[src/rtl/dram_pkg.sv]
// Shared types and constants for the FPM DRAM controller.
package dram_pkg;

    typedef enum logic [2:0] {
        IDLE,
        RAS,
        CAS,
        PRE,
        REF_CAS,
        REF_RAS
    } state_t;

    // Word address layout: [20]=bank, [19:10]=column, [9:0]=row
    localparam int ROW_LSB  = 0;
    localparam int COL_LSB  = 10;
    localparam int BANK_BIT = 20;
    localparam int FIELD_W  = 10;

    // Default timing, in clock cycles
    localparam int DEF_T_RCD      = 1;
    localparam int DEF_T_CAS      = 2;
    localparam int DEF_T_RP       = 2;
    localparam int DEF_REF_PERIOD = 250;

    // Width of the per-state cycle counter; covers timing values up to 16
    localparam int CNT_W = 4;

endpackage

[src/rtl/dram_refresh_timer.sv]
// Free-running refresh interval timer with a sticky pending flag.
module dram_refresh_timer
    import dram_pkg::*;
#(
    parameter int REF_PERIOD = DEF_REF_PERIOD
) (
    input  logic clk,
    input  logic rst,
    input  logic clear,
    output logic ref_pend
);

    localparam int CW = $clog2(REF_PERIOD);

    logic [CW-1:0] count;

    // Count periods; a new period end re-arms the flag even if it is being cleared
    always_ff @(posedge clk) begin
        if (rst) begin
            count    <= '0;
            ref_pend <= 1'b0;
        end else if (count == CW'(REF_PERIOD - 1)) begin
            count    <= '0;
            ref_pend <= 1'b1;
        end else begin
            count <= count + CW'(1);
            if (clear) begin
                ref_pend <= 1'b0;
            end
        end
    end

endmodule

[src/rtl/dram_ctrl_fpm.sv]
// FPM DRAM controller: single-word accesses plus periodic CAS-before-RAS refresh.
module dram_ctrl_fpm
    import dram_pkg::*;
#(
    parameter int T_RCD      = DEF_T_RCD,
    parameter int T_CAS      = DEF_T_CAS,
    parameter int T_RP       = DEF_T_RP,
    parameter int REF_PERIOD = DEF_REF_PERIOD
) (
    input  logic        clk,
    input  logic        rst,
    input  logic        req,
    input  logic        we,
    input  logic [20:0] addr,
    input  logic [1:0]  be,
    input  logic [15:0] wdata,
    output logic        ack,
    output logic        done,
    output logic [15:0] rdata,
    output logic        rras0_n,
    output logic        rras1_n,
    output logic        rlcas_n,
    output logic        rucas_n,
    output logic        rwe_n,
    output logic [9:0]  ra,
    output logic [15:0] rd_out,
    output logic        rd_oe,
    input  logic [15:0] rd_in
);

    state_t             state, state_d;
    logic [CNT_W-1:0]   cnt, cnt_d;
    logic               we_q;
    logic [FIELD_W-1:0] col_q;
    logic [1:0]         be_q;
    logic               latch;
    logic               ref_pend, ref_clear;

    logic               ras0_d, ras1_d, lcas_d, ucas_d, we_n_d, rd_oe_d, ack_d, done_d;
    logic [9:0]         ra_d;
    logic [15:0]        rd_out_d, rdata_d;

    dram_refresh_timer #(
        .REF_PERIOD (REF_PERIOD)
    ) u_timer (
        .clk      (clk),
        .rst      (rst),
        .clear    (ref_clear),
        .ref_pend (ref_pend)
    );

    // Next state and next registered outputs; every output holds unless changed
    always_comb begin
        state_d   = state;
        cnt_d     = cnt;
        ras0_d    = rras0_n;
        ras1_d    = rras1_n;
        lcas_d    = rlcas_n;
        ucas_d    = rucas_n;
        we_n_d    = rwe_n;
        ra_d      = ra;
        rd_out_d  = rd_out;
        rd_oe_d   = rd_oe;
        rdata_d   = rdata;
        ack_d     = 1'b0;
        done_d    = 1'b0;
        latch     = 1'b0;
        ref_clear = 1'b0;
        case (state)
            IDLE: begin
                if (ref_pend) begin
                    state_d   = REF_CAS;
                    ref_clear = 1'b1;
                    lcas_d    = 1'b0;
                    ucas_d    = 1'b0;
                    we_n_d    = 1'b1;
                end else if (req) begin
                    state_d = RAS;
                    cnt_d   = '0;
                    latch   = 1'b1;
                    ack_d   = 1'b1;
                    ra_d    = addr[ROW_LSB +: FIELD_W];
                    ras0_d  = addr[BANK_BIT];
                    ras1_d  = ~addr[BANK_BIT];
                    we_n_d  = ~we;
                    rd_oe_d = we;
                    if (we) begin
                        rd_out_d = wdata;
                    end
                end
            end
            RAS: begin
                if (cnt == CNT_W'(T_RCD - 1)) begin
                    state_d = CAS;
                    cnt_d   = '0;
                    ra_d    = col_q;
                    lcas_d  = ~be_q[0];
                    ucas_d  = ~be_q[1];
                end else begin
                    cnt_d = cnt + CNT_W'(1);
                end
            end
            CAS: begin
                if (cnt == CNT_W'(T_CAS - 1)) begin
                    state_d = PRE;
                    cnt_d   = '0;
                    done_d  = 1'b1;
                    if (!we_q && be_q != 2'b00) begin
                        rdata_d = rd_in;
                    end
                    ras0_d  = 1'b1;
                    ras1_d  = 1'b1;
                    lcas_d  = 1'b1;
                    ucas_d  = 1'b1;
                    we_n_d  = 1'b1;
                    rd_oe_d = 1'b0;
                end else begin
                    cnt_d = cnt + CNT_W'(1);
                end
            end
            PRE: begin
                if (cnt == CNT_W'(T_RP - 1)) begin
                    state_d = IDLE;
                    cnt_d   = '0;
                end else begin
                    cnt_d = cnt + CNT_W'(1);
                end
            end
            REF_CAS: begin
                state_d = REF_RAS;
                cnt_d   = '0;
                ras0_d  = 1'b0;
                ras1_d  = 1'b0;
            end
            REF_RAS: begin
                if (cnt == CNT_W'(T_CAS)) begin
                    state_d = PRE;
                    cnt_d   = '0;
                    ras0_d  = 1'b1;
                    ras1_d  = 1'b1;
                    lcas_d  = 1'b1;
                    ucas_d  = 1'b1;
                end else begin
                    cnt_d = cnt + CNT_W'(1);
                end
            end
            default: begin
                state_d = IDLE;
                cnt_d   = '0;
            end
        endcase
    end

    // State, request latches and all registered outputs; reset parks the bus idle
    always_ff @(posedge clk) begin
        if (rst) begin
            state   <= IDLE;
            cnt     <= '0;
            we_q    <= 1'b0;
            col_q   <= '0;
            be_q    <= 2'b00;
            rras0_n <= 1'b1;
            rras1_n <= 1'b1;
            rlcas_n <= 1'b1;
            rucas_n <= 1'b1;
            rwe_n   <= 1'b1;
            ra      <= '0;
            rd_out  <= '0;
            rd_oe   <= 1'b0;
            rdata   <= '0;
            ack     <= 1'b0;
            done    <= 1'b0;
        end else begin
            state   <= state_d;
            cnt     <= cnt_d;
            if (latch) begin
                we_q  <= we;
                col_q <= addr[COL_LSB +: FIELD_W];
                be_q  <= be;
            end
            rras0_n <= ras0_d;
            rras1_n <= ras1_d;
            rlcas_n <= lcas_d;
            rucas_n <= ucas_d;
            rwe_n   <= we_n_d;
            ra      <= ra_d;
            rd_out  <= rd_out_d;
            rd_oe   <= rd_oe_d;
            rdata   <= rdata_d;
            ack     <= ack_d;
            done    <= done_d;
        end
    end

endmodule
[config.mk]
export PLATFORM = sky130hd
export DESIGN_NAME = dram_ctrl_fpm
export DESIGN_NICKNAME = d
export VERILOG_FILES = /design/src/rtl/dram_pkg.sv /design/src/rtl/dram_refresh_timer.sv /design/src/rtl/dram_ctrl_fpm.sv
export SDC_FILE = /design/constraint.sdc
export NUM_CORES = 1
export LEC_CHECK = 0
export CAP_MARGIN = 30
export CORE_ASPECT_RATIO = 1.5
export CORE_MARGIN = 2
export CORE_UTILIZATION = 46
export DETAILED_ROUTE_END_ITERATION = 8
export PLACE_DENSITY = 0.81
export SYNTH_ARGS = -nofsm -noshare
export SYNTH_HDL_FRONTEND = slang
export SYNTH_HIERARCHICAL = 1
export SYNTH_SLANG_ARGS = --single-unit
[constraint.sdc]
create_clock -name clk -period 2.5 [get_ports clk]
set_clock_uncertainty 0.15 [all_clocks]
set_input_delay 0.5 -clock clk [delete_from_list [all_inputs] [get_ports clk]]
set_output_delay 0.5 -clock clk [all_outputs]
set_load 0.02 [all_outputs]
==> metrics.yaml <==
num_rows: 38
switchingPower_uw: 1013
crit_path_end_kind: "flip-flop"
synth_cell_type_count: 49
synth_seq_cells: 79
ir_drop_mv: 0.4931
arrival_ns: 2.33
cts_made_buffers: 9
worst_pin_slew_ns: 0.6601
antenna_found_initial: 0
fillers: 602
clock_path_buffers: 2
ys_warn_count: 6
rsz0062_at_grt: "no"
final_util_pct: 66.09
hold_buffers: 0
viasPerCell: 5.180
overflow: 0
wl_per_cell_um: 13.54
synth_ff_type: "dfxtp_1"
syn_nets: 462
htree_levels: 3
port_buffers: 108
slew_headroom_pct: 56.00
hold_viol_final: 0
clockRootBuffer: "clkbuf_8"
grt.total_usage_pct: 21.03
power.internal_uw: 2273
synth-edff-count: 0
power_density_mw_per_mm2: 692.4
p_total_uw: 3285
pwr-share-clk_pct: 30.4
synthesis.area_mm2: 0.003359
worstPathRequired_ns: 2.56
drive_above_1_share_pct: 6.903
final_cells: 607
swShare_pct: 30.82
max_freq_ghz: 0.4398
gp_congestion: 0.8441
grt_max_degree: 37
finalWirelength_um: 8221
comb_power_share_pct: 25.1
pin_count: 109
dp.cells: 591
hp-class: "reg2reg"
drc: 0
timing.final.crit_share_pct: 90.95
max-cap-violations: 0
run_status: "completed"
netlist_instances: 397
die_x_um: 73.78
fin_crit_ns: 2.274
core_area_mm2: 0.007179
tns_ns: 0
ctsResizeCount: 0
async_flop_share_pct: 0
first_global_vias: 3010
grt_pass1_wl_um: 13270
dr.pass1.iters: 4
seq_power_share_pct: 44.5
cp-start-kind: "flip-flop"
dp_slack_ns: 0.1551
fin_nets: 567
cts_tree: "yes"
fp.dieH_um: 108.7
slew_violations: 0
numClockSinks: 79
final_antenna_net_count: 0
num_antenna_cells: 0
post_cts_buffers: 0
routed-via-count: 3144
leakage_uw: 0.001711
crit_fanout: 12
insertion_delay_ns: 0.34
first_iter_violations: 148
dp_hpwl_um: 6067
clk_pin_slew_worst_paths_ns: 0.09
timing.final.ws_setup_ns: 0.2263
area_growth_pct: 41.23
crit_type: "reg2reg"
avgSynthCellArea_um2: 8.462
start_util_pct: 46.79
die-area_mm2: 0.008017
setup_viol: 0
ys_seq_area_share_pct: 47.08
flip-flops by register name, indices dropped and copies added, names as in the netlist:
signal            count
ack                   1
u_timer/count         8
done                  1
u_timer/ref_pend      1
rras1_n               1
rwe_n                 1
we_q                  1
rd_out               16
rd_oe                 1
be_q                  2
rucas_n               1
state                 3
rlcas_n               1
col_q                10
ra                   10
cnt                   4
rras0_n               1
rdata                16
power by group through the flow:
stage	clock network, uW	registers, uW	logic (uW)
2_1_floorplan	0	1550	403
3_5_place_dp	0	1490	825
5_1_grt	1080	1480	904
6_report	1000	1460	824
3_3_place_gp	0	1480	810
4_1_cts	1020	1460	829
stage by stage:
| step | hold slack, ns | instance area, um^2 |
|---|---|---|
| after floorplan | 0.2866 | 3359 |
| after global placement | 0.2907 | 4531 |
| after detailed placement | 0.2970 | 4531 |
| after CTS | 0.3108 | 4745 |
| after global routing | 0.3258 | 4745 |
| final | 0.3103 | 4745 |
layout by cell type, fill, tap and decap left out, types with 3 or more instances in the layout:
master,instances
nor2_1,38
ha_1,6
or3_1,4
a2111oi_0,3
nor3b_1,5
nand2_1,87
clkbuf_8,10
buf_4,10
nand2b_1,7
o22ai_1,3
clkdlybuf4s50_1,107
nand3_1,6
a31oi_1,4
inv_1,10
mux2i_1,20
dfxtp_1,79
nor3_1,5
a311oi_1,10
a21oi_1,48
o21ai_0,4
cell usage after synthesis, types with 2 or more instances:
cell type / count / area, um^2
nand3_1: 6 / 30.03
nor3b_1: 5 / 37.54
o21ai_0: 4 / 20.02
nand2b_1: 7 / 43.79
a211oi_1: 2 / 15.01
a2111oi_0: 3 / 26.28
mux2i_1: 20 / 200.2
nor2b_1: 2 / 12.51
nand3b_1: 2 / 15.01
inv_1: 10 / 37.54
xor2_1: 2 / 17.52
nor3_1: 5 / 25.02
a21oi_1: 48 / 240.2
buf_2: 6 / 30.03
clkbuf_1: 17 / 63.81
o22ai_1: 3 / 18.77
ha_1: 6 / 75.07
nand2_1: 87 / 326.6
or3_1: 4 / 25.02
o21a_1: 2 / 15.01
a31oi_1: 4 / 25.02
dfxtp_1: 79 / 1582
a311oi_1: 10 / 87.58
nor2_1: 38 / 142.6
routing by layer:
layer,routed length [um],vias up,share of wire [%],track usage (%)
met3,335,13,4.1,3.974
li1,-,1572,-,-
met2,4361,84,53,37.44
met5,0,-,0,0
met4,183,0,2.2,9.481
met1,3340,1475,41,23.73
cells by family after synthesis:
family / Yosys count / synth area share (%)
buffers and inverters: 35 / 4.842
AND/OR/NAND/NOR: 167 / 22.91
XOR/XNOR: 3 / 0.7823
AO/OA/AOI/OAI: 87 / 16.20
multiplexers: 20 / 5.959
adder cells (fa/ha/maj): 6 / 2.235
flip-flops: 79 / 47.08
cell type report:
cell class | instances | area (um^2) | share of cell area [%]
Clock buffer | 10 | 137.6 | 2.901
Clock inverter | 6 | 76.32 | 1.609
Inverter | 10 | 37.54 | 0.7911
Multi-Input combinational cell | 283 | 1615 | 34.05
Sequential cell | 79 | 1582 | 33.33
Tap cell | 100 | 125.1 | 2.637
Timing Repair Buffer | 119 | 1171 | 24.68
worst max-delay path, stage by stage, from the launching register on:
cell and delay [ns]:
dfxtp_1 0.38, inv_1 0.11, ha_1 0.14, nor3b_1 0.38
nand2b_1 0.42, and2_1 0.40, a311oi_1 0.16
path summary, 6_finish.rpt:
path,depth (start not counted),start,to,slack (ns)
worst min-delay path,2,rd_out[6],rd_out[6],0.31
worst min register to register,2,rd_out[6],rd_out[6],0.31
worst max register to register,6,cnt[0],ra[6],0.23
worst max-delay path,6,cnt[0],ra[6],0.23
No activity file was read; power rests on OpenSTA's default activity.
